**src/rtl/address_sequencer_if.sv**
```systemverilog
// Bus between the stage controllers and the address sequencer: configuration,
// advance pulses and the registered status/address outputs.
interface address_sequencer_if #(
    parameter int ADDR_WIDTH = 17,
    parameter int STEP_WIDTH = 4,
    parameter int NUM_SRC    = 2
);
    logic                  load;
    logic [ADDR_WIDTH-1:0] startAddress;
    logic [ADDR_WIDTH-1:0] endAddress;
    logic [STEP_WIDTH-1:0] step;
    logic                  wrapMode;
    logic                  pause;
    logic [NUM_SRC-1:0]    advance;
    logic [ADDR_WIDTH-1:0] address;
    logic                  busy;
    logic                  done;
    logic                  error;
    logic                  wrapped;
    logic [ADDR_WIDTH:0]   beatCount;

    modport master (
        output load, startAddress, endAddress, step, wrapMode, pause, advance,
        input  address, busy, done, error, wrapped, beatCount
    );

    modport slave (
        input  load, startAddress, endAddress, step, wrapMode, pause, advance,
        output address, busy, done, error, wrapped, beatCount
    );
endinterface

```
**src/rtl/address_sequencer.sv**
```systemverilog
// Strided RAM address generator. Each accepted completion pulse moves the
// address by the latched stride, clamping onto the end address so it is always
// visited, then either wraps back to start or stops.
//
// state  | meaning
// -------+-------------------------------------------------------------
// S_IDLE | after reset; advances ignored until a load
// S_RUN  | walking the range; busy=1
// S_DONE | stop-mode run finished, or load rejected (start > end, error=1)
module address_sequencer #(
    parameter int ADDR_WIDTH = 17,
    parameter int STEP_WIDTH = 4,
    parameter int NUM_SRC    = 2
) (
    input  logic                 clock,
    input  logic                 resetN,
    address_sequencer_if.slave   bus
);

    typedef enum logic [1:0] {
        S_IDLE = 2'd0,
        S_RUN  = 2'd1,
        S_DONE = 2'd2
    } state_t;

    state_t                r_state;
    logic [ADDR_WIDTH-1:0] r_start_reg;
    logic [ADDR_WIDTH-1:0] r_end_reg;
    logic [STEP_WIDTH-1:0] r_step_reg;
    logic                  r_mode_reg;
    logic [ADDR_WIDTH-1:0] r_address;
    logic                  r_busy;
    logic                  r_done;
    logic                  r_error;
    logic                  r_wrapped;
    logic [ADDR_WIDTH:0]   r_beat_count;

    logic [NUM_SRC-1:0]    w_advance;
    logic                  w_accept;
    logic [STEP_WIDTH-1:0] w_step_eff;
    logic [ADDR_WIDTH:0]   w_next;
    logic [ADDR_WIDTH:0]   w_beat_next;

    // Advance qualification and next-address arithmetic; the extra bit in
    // w_next keeps a stride past the top of the address space from wrapping.
    assign w_advance   = bus.advance;
    assign w_accept    = (r_state == S_RUN) && (|w_advance) && !bus.pause;
    assign w_step_eff  = (bus.step == '0) ? STEP_WIDTH'(1) : bus.step;
    assign w_next      = {1'b0, r_address} + (ADDR_WIDTH+1)'(r_step_reg);
    assign w_beat_next = (&r_beat_count) ? r_beat_count
                                         : r_beat_count + (ADDR_WIDTH+1)'(1);

    // Sequencer state machine with all outputs registered; load wins over advance.
    always_ff @(posedge clock) begin
        if (!resetN) begin
            r_state      <= S_IDLE;
            r_start_reg  <= '0;
            r_end_reg    <= '0;
            r_step_reg   <= '0;
            r_mode_reg   <= 1'b0;
            r_address    <= '0;
            r_busy       <= 1'b0;
            r_done       <= 1'b0;
            r_error      <= 1'b0;
            r_wrapped    <= 1'b0;
            r_beat_count <= '0;
        end else if (bus.load) begin
            r_start_reg  <= bus.startAddress;
            r_end_reg    <= bus.endAddress;
            r_step_reg   <= w_step_eff;
            r_mode_reg   <= bus.wrapMode;
            r_address    <= bus.startAddress;
            r_beat_count <= '0;
            r_wrapped    <= 1'b0;
            if (bus.startAddress > bus.endAddress) begin
                r_state <= S_DONE;
                r_busy  <= 1'b0;
                r_done  <= 1'b1;
                r_error <= 1'b1;
            end else begin
                r_state <= S_RUN;
                r_busy  <= 1'b1;
                r_done  <= 1'b0;
                r_error <= 1'b0;
            end
        end else begin
            r_wrapped <= 1'b0;
            if (w_accept) begin
                r_beat_count <= w_beat_next;
                if (r_address == r_end_reg) begin
                    if (r_mode_reg) begin
                        r_address <= r_start_reg;
                        r_wrapped <= 1'b1;
                    end else begin
                        r_state <= S_DONE;
                        r_busy  <= 1'b0;
                        r_done  <= 1'b1;
                    end
                end else if (w_next > {1'b0, r_end_reg}) begin
                    r_address <= r_end_reg;
                end else begin
                    r_address <= w_next[ADDR_WIDTH-1:0];
                end
            end
        end
    end

    assign bus.address   = r_address;
    assign bus.busy      = r_busy;
    assign bus.done      = r_done;
    assign bus.error     = r_error;
    assign bus.wrapped   = r_wrapped;
    assign bus.beatCount = r_beat_count;

endmodule
```
**src/flat_wrapper.sv**
```systemverilog
// flat-port wrapper written by rule: the top's interface ports become plain ports
module address_sequencer_flat 
#(
    parameter int ADDR_WIDTH = 17,
    parameter int STEP_WIDTH = 4,
    parameter int NUM_SRC    = 2
)
  (clock, resetN, bus_load, bus_startAddress, bus_endAddress, bus_step, bus_wrapMode, bus_pause, bus_advance, bus_address, bus_busy, bus_done, bus_error, bus_wrapped, bus_beatCount);
  address_sequencer_if #(.ADDR_WIDTH(ADDR_WIDTH), .STEP_WIDTH(STEP_WIDTH), .NUM_SRC(NUM_SRC)) bus_i ();
  input  logic clock;
  input  logic resetN;
  input wire logic [$bits(bus_i.load)-1:0] bus_load;
  input wire logic [$bits(bus_i.startAddress)-1:0] bus_startAddress;
  input wire logic [$bits(bus_i.endAddress)-1:0] bus_endAddress;
  input wire logic [$bits(bus_i.step)-1:0] bus_step;
  input wire logic [$bits(bus_i.wrapMode)-1:0] bus_wrapMode;
  input wire logic [$bits(bus_i.pause)-1:0] bus_pause;
  input wire logic [$bits(bus_i.advance)-1:0] bus_advance;
  output wire logic [$bits(bus_i.address)-1:0] bus_address;
  output wire logic [$bits(bus_i.busy)-1:0] bus_busy;
  output wire logic [$bits(bus_i.done)-1:0] bus_done;
  output wire logic [$bits(bus_i.error)-1:0] bus_error;
  output wire logic [$bits(bus_i.wrapped)-1:0] bus_wrapped;
  output wire logic [$bits(bus_i.beatCount)-1:0] bus_beatCount;
  assign bus_i.load = bus_load;
  assign bus_i.startAddress = bus_startAddress;
  assign bus_i.endAddress = bus_endAddress;
  assign bus_i.step = bus_step;
  assign bus_i.wrapMode = bus_wrapMode;
  assign bus_i.pause = bus_pause;
  assign bus_i.advance = bus_advance;
  assign bus_address = bus_i.address;
  assign bus_busy = bus_i.busy;
  assign bus_done = bus_i.done;
  assign bus_error = bus_i.error;
  assign bus_wrapped = bus_i.wrapped;
  assign bus_beatCount = bus_i.beatCount;
  address_sequencer #(.ADDR_WIDTH(ADDR_WIDTH), .STEP_WIDTH(STEP_WIDTH), .NUM_SRC(NUM_SRC)) u_core (.clock(clock), .resetN(resetN), .bus(bus_i));
endmodule
```
**config.mk**
```make
export PLATFORM = sky130hd
export DESIGN_NAME = address_sequencer_flat
export DESIGN_NICKNAME = d
export VERILOG_FILES = /design/src/rtl/address_sequencer_if.sv /design/src/rtl/address_sequencer.sv /design/src/flat_wrapper.sv
export SDC_FILE = /design/constraint.sdc
export NUM_CORES = 1
export LEC_CHECK = 0
export BUFFER_PORTS_ARGS = -buffer_cell sky130_fd_sc_hd__clkbuf_2
export CORE_MARGIN = 2
export CORE_UTILIZATION = 29
export CTS_CLUSTER_SIZE = 12
export DETAILED_ROUTE_END_ITERATION = 10
export PLACE_DENSITY_LB_ADDON = 0.1
export SETUP_SLACK_MARGIN = 0.4
export SLEW_MARGIN = 20
export SYNTH_ARGS = -nofsm -noshare
export SYNTH_HDL_FRONTEND = slang
export SYNTH_SLANG_ARGS = --single-unit
```
**constraint.sdc**
```tcl
create_clock -name clock -period 3.5 [get_ports clock]
set_clock_uncertainty 0.15 [all_clocks]
set_input_delay 1.05 -clock clock [delete_from_list [all_inputs] [get_ports clock]]
set_output_delay 1.05 -clock clock [all_outputs]
set_load 0.01 [all_outputs]
```
=== After elaboration in Yosys (flattened, before gate mapping) ===
Cells that the tools add are included.

* Register bits: 80
* Latch bits: 0
* Bits in writable memories: 0
* Bits in read-only memories: 0
* Bits of input ports: 45
* Memories kept: 0

* $add $sub $neg: 2
* Multipliers: 0
* Divide/modulo/power cells: 0
* $lt $le $gt $ge: 2
* Equality and inequality tests: 4
* Shift operators: 0
* Multiplexer cells: 22
* Bitwise operators: 4
* Reduce and logical (&&, ||, !) cells: 13

{| class="wikitable"
|+ Operator list
! cell !! count
|-
| $mux 17 || 5
|-
| $add 17x4->18 || 1
|-
| $add 18x1->18 const B || 1
|-
| $gt 18x17->1 || 1
|-
| $reduce_and 18->1 || 1
|-
| $eq 17x17->1 || 1
|-
| $gt 17x17->1 || 1
|-
| $mux 1 || 11
|-
| $mux 2 || 5
|-
| $logic_not 4->1 || 1
|-
| $mux 4 || 1
|-
| $not 1->1 || 4
|-
| $reduce_and 2->1 || 2
|-
| $reduce_bool 2->1 || 2
|-
| $reduce_or 2->1 || 2
|-
| $reduce_or 4->1 || 1
|-
| $ne 3x2->1 const B || 1
|-
| $reduce_and 3->1 || 1
|-
| $eq 2x1->1 const B || 1
|-
| $logic_and 1x1->1 || 2
|-
| $ne 2x2->1 const B || 1
|-
| $logic_not 1->1 || 1
|}

=== Longest topological paths before layout ===
Gate-level depths: netlist of the first run.

* Depth in word-level cells: 6
* Gate-level depth with buffers: 18
* Gate-level depth less buffers: 16

=== Least setup slack after synthesis of the first run ===
Ideal clock, no wire load.

* Path type: register to register
* Start point: register u_core.r_address[0] (netlist: u_core.bus.address[0])
* End point: register u_core.r_address[0] (netlist: u_core.bus.address[0])
* Setup time: 0.136 ns
* Data arrival time: 3.502 ns
* Data required time: 3.214 ns
* Slack: -0.288 ns
* Cell stages (with the launch flop): 18
* Path buffers: 2
* Period minus slack after synthesis: 3.788 ns
* Path through: dfxtp_1 ha_1 inv_1 fa_1 nand2b_1 a21oi_1 nand4_1 xnor2_1 ha_1 nand2_1 o21ai_0 a2111oi_0 o211ai_1 a31oi_1 buf_4 buf_4 mux2i_1 o32ai_1

* Word-level cells in the longest chain between the ends: 6
* Elaborated cells on any way between the ends: 9

{| class="wikitable"
|+ RTL lines
! item !! RTL line !! text
|-
| start, declared || address_sequencer.sv:31 || <nowiki>logic [ADDR_WIDTH-1:0] r_address;</nowiki>
|-
| start signal, assigned || address_sequencer.sv:72 || <nowiki>r_address <= bus.startAddress;</nowiki>
|-
| start signal, assigned || address_sequencer.sv:92 || <nowiki>r_address <= r_start_reg;</nowiki>
|-
| start signal, assigned || address_sequencer.sv:100 || <nowiki>r_address <= r_end_reg;</nowiki>
|-
| $add 17x4->18 || address_sequencer.sv:49 || <nowiki>assign w_next = {1'b0, r_address} + (ADDR_WIDTH+1)'(r_step_reg);</nowiki>
|-
| $gt 18x17->1 || address_sequencer.sv:99 || <nowiki>end else if (w_next > {1'b0, r_end_reg}) begin</nowiki>
|-
| $mux 17 || address_sequencer.sv:99 ||
|-
| $mux 17 || address_sequencer.sv:90 || <nowiki>if (r_address == r_end_reg) begin</nowiki>
|-
| $mux 17 || address_sequencer.sv:88 || <nowiki>if (w_accept) begin</nowiki>
|-
| $mux 17 || address_sequencer.sv:67 || <nowiki>end else if (bus.load) begin</nowiki>
|}

Several ways; a longest one is shown, not always the timed one. The select of a mux whose other input is x is not followed.
A chain may end at the register's enable or synchronous reset.

=== Final worst setup path of the first run ===
* Start point: register u_core.r_address[3] (netlist: u_core.bus.address[3])
* End point: register u_core.r_address[15] (netlist: u_core.bus.address[15])

Same word-level chain as after synthesis.

==> key figures, run 1 <==
Setup path
  – Kind of end point of the critical path: flop
  – Critical R2R Launch: u_core.bus.address[3]
  – Buf/Inv on CP: 3
  – Slowest stage delay, CP: 0.34 ns
  – WP data required: 3.55 ns
  – Slowest cell on crit path: dfxtp_1
  – Crit path kind: flop to flop
  – Critical Path Source Type: flop
  – CP Launch Point: u_core.bus.address[3]
  – Arrival @ worst endpoint: 3.73 ns
  – CP cell instances: ha_4 > nand4_1 > o211ai_1 > buf_4 > and3_2 > nand3_2 > xnor2_2 > ha_1 > nand4_1 > nor3_2 > nand3_1 > a22o_1 > a31oi_4 > buf_4 > buf_6 > mux2i_1 > o32ai_1
  – Delay-heaviest family, CP: simple AND/OR/NAND/NOR gates
  – CP max FO: 4

Power
  – Sequential share of power: 0.397
  – Sw Ratio: 0.304
  – Leak pwr: around 0.0028 uW
  – Internal power: between 1500 and 2000 uW
  – Combinational share of power: 0.239
  – Clock power frac: 0.365
  – Worst vdd ir: ~230 uV
  – PwrDens: 402 nW/um2
  – Switch Pwr: ~750 uW

Final layout
  – Number of flip-flops in the largest register: 18
  – Fillers: ~1.7k
  – Area of the multi-input gates: roughly 3000 um2
  – Reg area: about 1600 um2
  – N_diodes: 0
  – Fraction of layout cells with a size suffix above 1: 0.265
  – Final Util: 0.384
  – Non-filler cells, final: between 800 and 900
  – Layout net count: ~750
  – Synthesis-to-finish area growth: 28.5%

Min path
  – Hold_sp: u_core.r_mode_reg
  – Worst hold path type: flop to flop

Synthesis
  – Synth area leaders: dfxtp_1 33%, mux2i_1 12%, ha_1 10%, nor2_1 6.6%, xnor2_1 5.9%
  – Register area share after synthesis: 0.327
  – Post-Syn Area: 4780 um2
  – Gate Count Post-Synth: 550
  – #FFs+latches synth: 78
  – Ys flop type: dfxtp_1
  – Count leader, synth: nor2_1
  – Synth Net Count: 635
  – EDFF count, synth: 0
  – Top cells by count, synth: 84 x nor2_1, 78 x dfxtp_1, 55 x mux2i_1, 48 x inv_1, 39 x ha_1
  – Fraction of registers with async set or reset after synthesis: 0
  – Yosys top cell area share: 0.327
  – Syn_area_per_cell: between 8 and 9 um2
  – Dominant cell type by area after synthesis: dfxtp_1
  – Ys Warns: 0
  – Unique masters post-synth: 51

Route
  – Vias: 4,327
  – Initial DRC count: 250
  – Final wirelength: 14,900 um
  – Detailed Routing Iterations Pass 1: 4
  – WL/cell: about 17 um
  – Via density: ~5
  – Post-DRT Antenna Nets: 0
  – Drt drc: 0

Placed design
  – Pre-CTS setup slack: -0.351 ns
  – HPWL Detailed: around 12,000 um
  – IO Port Bufs: 83
  – Gpl congestion: 0.868
  – Cell total after placement: ~870

Clocking
  – Hold Buf Count CTS: 0
  – CTS tree: yes
  – Clk_lat worst skew: roughly 0.34 ns
  – CTS Buf Count: 9
  – Clock tree root buffer cell: clkbuf_16
  – H-tree depth: 3
  – Worst-path clk slew: ~0.070 ns
  – # clock sinks: a little under 80
  – Max clock buf depth: 2

Timing
  – Min Clock Period, post-route: approximately 3.7 ns
  – Worst-Margin Slew: 0.718 ns
  – Slew headroom: 0.522
  – Final setup vio count: 17
  – Final period utilization: 1.05
  – Final Hold Vio Count: 0
  – WHS: 0.338 ns
  – Final setup margin: -0.181 ns
  – Max Freq: approximately 0.27 GHz
  – Unrepaired setup endpoints after global routing: yes
  – Final Max Tran Viols: 0

Flow run
  – MaxCap Viol Count: 0

GRT
  – Overflow after GRT: 0
  – Vias in the first global route: about 4.4k
  – Initial antenna violation count: 1
  – Largest net degree at the start of global routing: 57
  – GRT Overall Usage: 0.175
  – First-pass GRT wire length: between 20,000 and 25,000 um

Floorplanning
  – Die Wd: approximately 130 um
  – DIE HEIGHT: between 100 and 150 um
  – FP Rows: between 40 and 50
  – Core region area: 16,000 um2
  – Io pins: 84
  – Die Area: between 15,000 and 20,000 um2
  – Starting Density: 0.299

Run status
  – Failing checks: setup timing
  – Status: finished, violations left
[per-stage QoR]
stage | area, um2 | setup TNS [ns] | power [uW]
after detailed placement | 5760 | -5.64 | 1560
after global routing | 6140 | -6.58 | 2600
after CTS | 6110 | -1.93 | 2500
after global placement | 5760 | -3.67 | 1550
after floorplan | 4860 | 0 | 1340
final | 6140 | -2.42 | 2470
[worst register-to-register path, delay by kind of cell (launching register included)]
kind                       cells  cell delay [ns]
AOI/OAI and AO/OA              4             0.77
muxes                          1             0.19
xor gates and xnor gates       1             0.16
and+or+nand+nor                6             0.91
adders and majority gates      2             0.60
DFF                            1             0.34
buffers and inverters          3             0.44
[final cells by class]
type                            instances  area share
Multi-Input combinational cell        397       0.496
Sequential cell                        78       0.255
Timing Repair Buffer                  131       0.130
Tap cell                              216      0.0440
Clock buffer                           11      0.0395
Inverter                               49      0.0299
Clock inverter                          5     0.00550
[layout by cell type, fill, tap and decap left out, types with 2 or more instances in the layout]
cell       instances
a21o_1             5
a21oi_1           19
a221oi_1          17
and2_1             2
buf_4             44
buf_6              3
clkbuf_16          9
clkbuf_2          82
clkinv_2           2
clkinv_4           2
dfxtp_1           75
dfxtp_2            2
ha_1              36
ha_4               3
inv_1             47
inv_2              2
mux2i_1           55
nand2_1           16
nand2b_1           2
nand3_1           16
nand3_2            4
nand4_1           17
nor2_1            84
nor2b_1            2
nor3_1             6
o211ai_1           3
o21a_1             3
o21ai_0           11
o31ai_1            2
o32ai_1           17
or2_2              2
or3_1              7
xnor2_1           30
xnor2_2            2
xor2_1            11
[final timing paths]
path / to / slack [ns] / cells after the start
worst max-delay path: u_core.bus.address[15] / -0.18 / 17
worst min-delay path: u_core.bus.wrapped / 0.34 / 2
worst max register to register: u_core.bus.address[15] / -0.18 / 17
worst min register to register: u_core.bus.wrapped / 0.34 / 2
[timing repair]
action,in CTS,in global routing
pin swaps,7,0
gates resized for setup,10,6
setup endpoints to repair,20,20
hold endpoints to repair,0,0
setup buffers,4,0
[logic make-up (layout without fill, tap and decap cells)]
logic type / Yosys count / count (layout) / synth area share
adder cells (fa/ha/maj): 40 / 40 / 0.106
multiplexers: 55 / 55 / 0.115
XOR/XNOR: 43 / 43 / 0.0788
flip-flops: 78 / 78 / 0.327
AO/OA/AOI/OAI: 89 / 89 / 0.135
buffers and inverters: 75 / 196 / 0.0639
AND/OR/NAND/NOR: 170 / 170 / 0.175
[power by group through the flow]
stage,Clock [uW],Sequential [uW],Combinational [uW]
6_report,900,980,589
5_1_grt,962,985,655
4_1_cts,929,979,589
3_5_place_dp,0,999,558
3_3_place_gp,0,998,554
2_1_floorplan,0,999,345
[layer usage]
metal	global-route usage	part of all wire	wire length, um
met5	0	0.00087	13
met3	0.0381	0.045	663
met2	0.263	0.43	6460
met1	0.243	0.49	7310
met4	0.0711	0.029	424
Power figures use the tool's default switching activity.
==> inputs of run 2 (changes only) <==
--- a/config.mk
+++ b/config.mk
@@ -10,7 +10,6 @@
 export CORE_UTILIZATION = 29
 export CTS_CLUSTER_SIZE = 12
 export DETAILED_ROUTE_END_ITERATION = 10
-export PLACE_DENSITY_LB_ADDON = 0.1
 export SETUP_SLACK_MARGIN = 0.4
 export SLEW_MARGIN = 20
 export SYNTH_ARGS = -nofsm -noshare
==> run 2 against run 1 <==
The run still ends with setup timing left. Via count down 0.42%. Die area did not move. Flip-flop and latch count unchanged. Setup slack better by 0.0033 ns. Combinational power increased by 3%. Wire length decreased by 7.6%. Non-clock buffer count shrank 2. Fmax about the same. Clock power decreased by 3.0%. Global-route usage is 1.9 points lower.
==> key figures, run 2 (same netlist as run 1, synthesis figures left out) <==
GRT
  – GRT Overall Usage: 0.156 (was 0.175)
  – First-pass GRT wire length: 21,800 um (was 24,200 um)
  – Overflow after GRT: 0 (unchanged)
  – Largest net degree at the start of global routing: 57 (unchanged)
  – Vias in the first global route: 4,158 (was 4,437)
  – Initial antenna violation count: 0 (was 1)

Clocking
  – # clock sinks: 78 (unchanged)
  – Clock tree root buffer cell: clkbuf_16 (unchanged)
  – CTS tree: yes (unchanged)
  – H-tree depth: 3 (unchanged)
  – Hold Buf Count CTS: 0 (unchanged)
  – CTS Buf Count: 9 (unchanged)
  – Clk_lat worst skew: 0.34 ns (about the same)
  – Worst-path clk slew: 0.06 ns (was 0.07 ns)
  – Max clock buf depth: 2 (unchanged)

Placed design
  – HPWL Detailed: 10,400 um (was 11,500 um)
  – Gpl congestion: 0.901 (was 0.868)
  – IO Port Bufs: 83 (unchanged)
  – Post-DP Area: 5700 um2 (was 5760 um2)

Timing
  – Final setup vio count: 17 (unchanged)
  – Fin Setup TNS: -2.58 ns (was -2.42 ns)
  – WHS: 0.326 ns (was 0.338 ns)
  – Unrepaired setup endpoints after global routing: yes (unchanged)
  – Final period utilization: 1.05 (about the same)
  – Min Clock Period, post-route: 3.68 ns (about the same)
  – Slew headroom: 0.561 (was 0.522)
  – Final setup margin: -0.177 ns (was -0.181 ns)
  – Max Freq: 0.272 GHz (about the same)
  – Worst-Margin Slew: 0.659 ns (was 0.718 ns)
  – Final Max Tran Viols: 0 (unchanged)
  – Final Hold Vio Count: 0 (unchanged)

Setup path
  – Critical R2R Launch: u_core.bus.address[3] (unchanged)
  – Buf/Inv on CP: 2 (was 3)
  – Crit path kind: flop to flop (unchanged)
  – Most used cell, CP: o211ai_1
  – Slowest cell on crit path: ha_1 (was dfxtp_1)
  – Worst Reg-to-Reg Cells: 16 (was 17)
  – Arrival @ worst endpoint: 3.72 ns (was 3.73 ns)
  – Slowest stage delay, CP: 0.35 ns (was 0.34 ns)
  – CP max FO: 4 (unchanged)
  – WP data required: 3.55 ns (about the same)
  – Reg2reg setup slack: -0.18 ns (about the same)
  – Critical Path Source Type: flop (unchanged)
  – CP cell instances: ha_4 > nand4_1 > o211ai_1 > and3_4 > nand3_4 > xnor2_2 > ha_1 > nand2_1 > o21ai_2 > a2111oi_4 > o211ai_1 > a31oi_2 > buf_4 > clkbuf_16 > mux2i_1 > o32ai_1 (was ha_4 > nand4_1 > o211ai_1 > buf_4 > and3_2 > nand3_2 > xnor2_2 > ha_1 > nand4_1 > nor3_2 > nand3_1 > a22o_1 > a31oi_4 > buf_4 > buf_6 > mux2i_1 > o32ai_1)
  – Kind of end point of the critical path: flop (unchanged)
  – FF-to-FF End: u_core.bus.address[16] (was u_core.bus.address[15])
  – Delay-heaviest family, CP: compound AO/OA/AOI/OAI gates (was simple AND/OR/NAND/NOR gates)

Route
  – Drt drc: 0 (unchanged)
  – Vias: 4,309 (was 4,327)
  – Final wirelength: 13,700 um (was 14,900 um)
  – Detailed Routing Iterations Pass 1: 4 (unchanged)
  – WL/cell: 15.5 um (was 16.8 um)
  – Initial DRC count: 216 (was 250)
  – Via density: 4.87 (was 4.88)
  – Post-DRT Antenna Nets: 0 (unchanged)

Power
  – Internal power: 1720 uW (about the same)
  – Clock power frac: 0.354 (was 0.365)
  – Worst vdd ir: 275 uV (was 232 uV)
  – PwrDens: 398 nW/um2 (was 402 nW/um2)
  – Leak pwr: 0.00275 uW (was 0.00276 uW)
  – Combinational share of power: 0.247 (was 0.239)
  – Switch Pwr: 747 uW (was 751 uW)
  – Sequential share of power: 0.399 (was 0.397)
  – Sw Ratio: 0.303 (was 0.304)

Floorplanning
  – Starting Density: 0.299 (unchanged)
  – Die Area: 17,500 um2 (unchanged)
  – Io pins: 84 (unchanged)
  – FP Rows: 46 (unchanged)
  – Die Wd: 132 um (unchanged)
  – Core region area: 16,000 um2 (unchanged)
  – DIE HEIGHT: 132 um (unchanged)

Final layout
  – Most frequent cells in the layout: 84 x nor2_1, 82 x clkbuf_2, 71 x dfxtp_1 (was 84 x nor2_1, 82 x clkbuf_2, 75 x dfxtp_1)
  – Commonest non-fill, non-tap cell in the layout: nor2_1 (unchanged)
  – Number of flip-flops in the largest register: 18 (unchanged)
  – Cell area after layout: 6190 um2 (was 6140 um2)
  – N_diodes: 0 (unchanged)
  – Fraction of layout cells with a size suffix above 1: 0.278 (was 0.265)
  – Layout net count: 749 (was 751)
  – Fillers: 1,688 (was 1,708)
  – Synthesis-to-finish area growth: 29.5% (was 28.5%)

Min path
  – Worst hold path type: flop to flop (unchanged)
  – Hold endpoint: u_core.bus.wrapped (unchanged)
  – Hold path cells: 2 (unchanged)
  – Hold_sp: u_core.r_mode_reg (unchanged)

Run status
  – Failing checks: setup timing (unchanged)
  – Status: finished, violations left (unchanged)

Flow run
  – MaxCap Viol Count: 0 (unchanged)
[run 2: layout make-up]
type	count	area [um2]	share of cell area
clock inverters	7	48.8	0.00788
multi-input cells	397	3080	0.497
inverters	49	184	0.0297
well taps	216	270	0.0437
clock buffers	9	225	0.0364
repair buffers	129	812	0.131
flip-flops and latches	78	1570	0.254
[run 2: worst max path at each step]
stage	start	cells past startpoint	slack (ns)	to
2_1_floorplan	u_core.bus.address[0]	17	0.11	u_core.bus.address[10]
3_3_place_gp	u_core.bus.address[3]	14	-0.30	u_core.bus.address[8]
3_5_place_dp	u_core.bus.address[3]	14	-0.32	u_core.bus.address[16]
4_1_cts	u_core.bus.address[3]	16	-0.04	u_core.bus.address[16]
5_1_grt	u_core.bus.address[3]	16	-0.33	u_core.bus.address[16]
6_report	u_core.bus.address[3]	16	-0.18	u_core.bus.address[16]
[run 2: routing by layer]
layer | global-route usage | share of wire | vias up
met4 | 0.0508 | 0.024 | 0
met5 | 0 | 0 | -
met3 | 0.0431 | 0.063 | 20
met2 | 0.246 | 0.46 | 118
li1 | - | - | 2177
met1 | 0.207 | 0.46 | 1994
[run 2: stage by stage]
step,cells,util,worst slack [ns],total power [uW]
after global placement,858,0.356,-0.295,1530
after global routing,885,0.387,-0.334,2590
after detailed placement,858,0.356,-0.318,1530
after floorplan,550,-,0.113,1340
final,885,0.387,-0.177,2460
after CTS,882,0.381,-0.0436,2450
[run 2: power by group through the flow]
stage / combinational, uW / clock, uW / sequential, uW
4_1_cts: 577 / 895 / 981
2_1_floorplan: 345 / 0 / 999
3_5_place_dp: 533 / 0 / 999
6_report: 609 / 873 / 982
5_1_grt: 668 / 932 / 987
3_3_place_gp: 533 / 0 / 999
[run 2: timing repair]
item,4_1_cts,5_1_grt
pin swaps,3,23
endpoints found under the setup margin,17,17
gates cloned,1,1
gates resized for setup,11,12
setup buffers,7,2
[run 2: worst register-to-register path: stages (launching register included)]
cell and delay (ns):
dfxtp_2 0.34, ha_4 0.27, nand4_1 0.09, o211ai_1 0.31, and3_4 0.30, nand3_4 0.09
xnor2_2 0.17, ha_1 0.35, nand2_1 0.12, o21ai_2 0.08, a2111oi_4 0.33, o211ai_1 0.16
a31oi_2 0.18, buf_4 0.17, clkbuf_16 0.15, mux2i_1 0.19, o32ai_1 0.09
==> inputs of run 3 (changes only) <==
--- a/config.mk
+++ b/config.mk
@@ -5,6 +5,7 @@
 export SDC_FILE = /design/constraint.sdc
 export NUM_CORES = 1
 export LEC_CHECK = 0
+export ABC_CLOCK_PERIOD_IN_PS = 3000
 export BUFFER_PORTS_ARGS = -buffer_cell sky130_fd_sc_hd__clkbuf_2
 export CORE_MARGIN = 2
 export CORE_UTILIZATION = 29
==> constraint.sdc (replaced) <==
create_clock -name clock -period 3 [get_ports clock]
set_clock_uncertainty 0.15 [all_clocks]
set_input_delay 0.9 -clock clock [delete_from_list [all_inputs] [get_ports clock]]
set_output_delay 0.9 -clock clock [all_outputs]
set_load 0.01 [all_outputs]
==> run 3 against run 2 <==
The flow still finishes with violations (setup timing). Flip-flop and latch count unchanged. Worst hold slack better by 0.0054 ns. Largest cell class unchanged. Die area is the same. Via count rose by 2.9%. Global-route usage rose by 0.31 points. Total power rose by 34%. Utilization increased by 1.8 points. Non-clock buffer count increased by 17. Register-to-register slack lost 0.34 ns. Clock power is 64% higher.
==> key figures, run 3 (same netlist as run 1, synthesis figures left out) <==
Final layout
  – N_diodes: 0 (unchanged)
  – Final Util: 0.405 (was 0.387)
  – Synthesis-to-finish area growth: 35.7% (was 29.5%)
  – Fraction of layout cells with a size suffix above 1: 0.310 (was 0.278)
  – Number of flip-flops in the largest register: 18 (unchanged)
  – Most frequent cells in the layout: 84 x nor2_1, 81 x clkbuf_2, 71 x dfxtp_1 (was 84 x nor2_1, 82 x clkbuf_2, 71 x dfxtp_1)
  – Layout net count: 766 (was 749)
  – Commonest non-fill, non-tap cell in the layout: nor2_1 (unchanged)

Setup path
  – Stages on worst setup path: 17 (was 16)
  – WP data required: 3.07 ns (was 3.55 ns)
  – Arrival @ worst endpoint: 3.59 ns (was 3.72 ns)
  – Crit path kind: flop to flop (unchanged)
  – Worst Reg-to-Reg Cells: 17 (was 16)
  – CP max FO: 7 (was 4)
  – CP cell instances: ha_4 > buf_4 > a21oi_4 > o211ai_1 > buf_4 > and3_4 > xor2_2 > ha_1 > buf_4 > nand4_1 > nor3_2 > nand3_2 > a22o_1 > a31oi_4 > buf_6 > mux2i_1 > o32ai_2 (was ha_4 > nand4_1 > o211ai_1 > and3_4 > nand3_4 > xnor2_2 > ha_1 > nand2_1 > o21ai_2 > a2111oi_4 > o211ai_1 > a31oi_2 > buf_4 > clkbuf_16 > mux2i_1 > o32ai_1)
  – Buf/Inv on CP: 4 (was 2)
  – Slowest stage delay, CP: 0.35 ns (about the same)
  – Kind of end point of the critical path: flop (unchanged)
  – Delay-heaviest family, CP: compound AO/OA/AOI/OAI gates (unchanged)
  – Critical Path Source Type: flop (unchanged)
  – Most used cell, CP: buf_4 (was o211ai_1)
  – Slowest cell on crit path: dfxtp_4 (was ha_1)

Floorplanning
  – Starting Density: 0.299 (unchanged)
  – Io pins: 84 (unchanged)
  – Core region area: 16,000 um2 (unchanged)
  – Die Area: 17,500 um2 (unchanged)
  – DIE HEIGHT: 132 um (unchanged)
  – FP Rows: 46 (unchanged)
  – Die Wd: 132 um (unchanged)

Timing
  – Final period utilization: 1.17 (was 1.05)
  – Min Clock Period, post-route: 3.52 ns (was 3.68 ns)
  – Slew headroom: 0.564 (was 0.561)
  – Final setup vio count: 17 (unchanged)
  – Final setup margin: -0.519 ns (was -0.177 ns)
  – Unrepaired setup endpoints after global routing: yes (unchanged)
  – Max Freq: 0.284 GHz (was 0.272 GHz)
  – Final Hold Vio Count: 0 (unchanged)
  – Worst-Margin Slew: 0.653 ns (was 0.659 ns)
  – Final Max Tran Viols: 0 (unchanged)

Power
  – Worst vdd ir: 272 uV (was 275 uV)
  – PwrDens: 507 nW/um2 (was 398 nW/um2)
  – Leak pwr: 0.00289 uW (was 0.00275 uW)
  – Total Power: 3290 uW (was 2460 uW)

GRT
  – Initial antenna violation count: 0 (unchanged)
  – Met2 Use GR: 0.255 (was 0.246)
  – Overflow after GRT: 0 (unchanged)
  – GRT Overall Usage: 0.159 (was 0.156)
  – Met1 Track Usage GR: 0.213 (was 0.207)
  – Largest net degree at the start of global routing: 30 (was 57)
  – Layer with the highest usage: met2 (unchanged)
  – Vias in the first global route: 4,282 (was 4,158)
  – Met3 Usage GRT: 0.0319 (was 0.0431)
  – First-pass GRT wire length: 22,300 um (was 21,800 um)

Route
  – Drt drc: 0 (unchanged)
  – WL/cell: 15.5 um (about the same)
  – Final wirelength: 14,000 um (was 13,700 um)
  – Vias: 4,436 (was 4,309)
  – Post-DRT Antenna Nets: 0 (unchanged)
  – Initial DRC count: 226 (was 216)
  – Detailed Routing Iterations Pass 1: 4 (unchanged)
  – Via density: 4.92 (was 4.87)

Clocking
  – Worst-path clk slew: 0.06 ns (about the same)
  – CTS Buf Count: 9 (unchanged)
  – Clk_lat worst skew: 0.34 ns (about the same)
  – CTS tree: yes (unchanged)
  – Clock tree root buffer cell: clkbuf_16 (unchanged)
  – H-tree depth: 3 (unchanged)
  – # clock sinks: 78 (unchanged)
  – Max clock buf depth: 2 (unchanged)

Placed design
  – IO Port Bufs: 83 (unchanged)
  – HPWL Detailed: 10,600 um (was 10,400 um)
  – Gpl congestion: 0.887 (was 0.901)
  – Pre-CTS setup slack: -0.684 ns (was -0.318 ns)

Run status
  – Status: finished, violations left (unchanged)
  – Failing checks: setup timing (unchanged)

Min path
  – Hold path cells: 2 (unchanged)
  – Worst hold path type: flop to flop (unchanged)

Flow run
  – MaxCap Viol Count: 0 (unchanged)
-- run 3: cell types whose count changed in the layout (fill, tap and decap cells not counted), sizes merged --
cell      change
clkinv        -3
clkbuf        -2
bufinv        +5
clkinvlp      -2
buf          +20
inv           -1
-- run 3: stage by stage --
step	hold slack [ns]	cells	TNS (ns)	cell area (um2)
after floorplan	0.297	550	-5.53	4860
after global placement	0.318	877	-10.11	5830
after detailed placement	0.326	877	-11.12	5830
after CTS	0.328	900	-8.12	6330
after global routing	0.356	902	-12.02	6490
final	0.331	902	-8.21	6490
-- run 3: final cells by class --
class                      instances  area [um2]
fill                            1653        9510
multi-input combinational        397        3170
sequential                        78        1570
timing repair buffer             146         900
tap                              216         270
clock buffer                      10         229
inverter                          49         184
clock inverter                     6         156
-- run 3: final timing paths --
check,start,endpoint,slack [ns]
hold / removal,u_core.r_mode_reg,u_core.bus.wrapped,0.33
setup reg to reg,u_core.bus.address[0],u_core.bus.address[12],-0.52
hold reg to reg,u_core.r_mode_reg,u_core.bus.wrapped,0.33
setup / recovery,u_core.bus.address[0],u_core.bus.address[12],-0.52
-- run 3: worst register-to-register path: stages (launching register included) --
cell,delay [ns]
dfxtp_4,0.35
ha_4,0.16
buf_4,0.13
a21oi_4,0.13
o211ai_1,0.12
buf_4,0.15
and3_4,0.21
xor2_2,0.19
ha_1,0.33
buf_4,0.12
nand4_1,0.13
nor3_2,0.19
nand3_2,0.12
a22o_1,0.22
a31oi_4,0.21
buf_6,0.18
mux2i_1,0.22
o32ai_2,0.09
-- run 3: repair_timing --
action,CTS,global route
buffers inserted,7,2
resized for setup,17,26
endpoints found under the hold margin,0,0
pin swaps,30,23
setup endpoints to repair,17,20
hold buffers,0,0
-- run 3: report_power, final --
group	internal [uW]	switching, uW
sequential	1090	49.4
clock	982	445
combinational	354	371
total	2430	865
-- run 3: layer usage --
| layer | routed length, um | up-vias | share of wire |
|---|---|---|---|
| met2 | 6550 | 102 | 0.47 |
| met1 | 6600 | 2096 | 0.47 |
| li1 | - | 2217 | - |
| met4 | 318 | 0 | 0.023 |
| met5 | 0 | - | 0 |
| met3 | 539 | 21 | 0.038 |
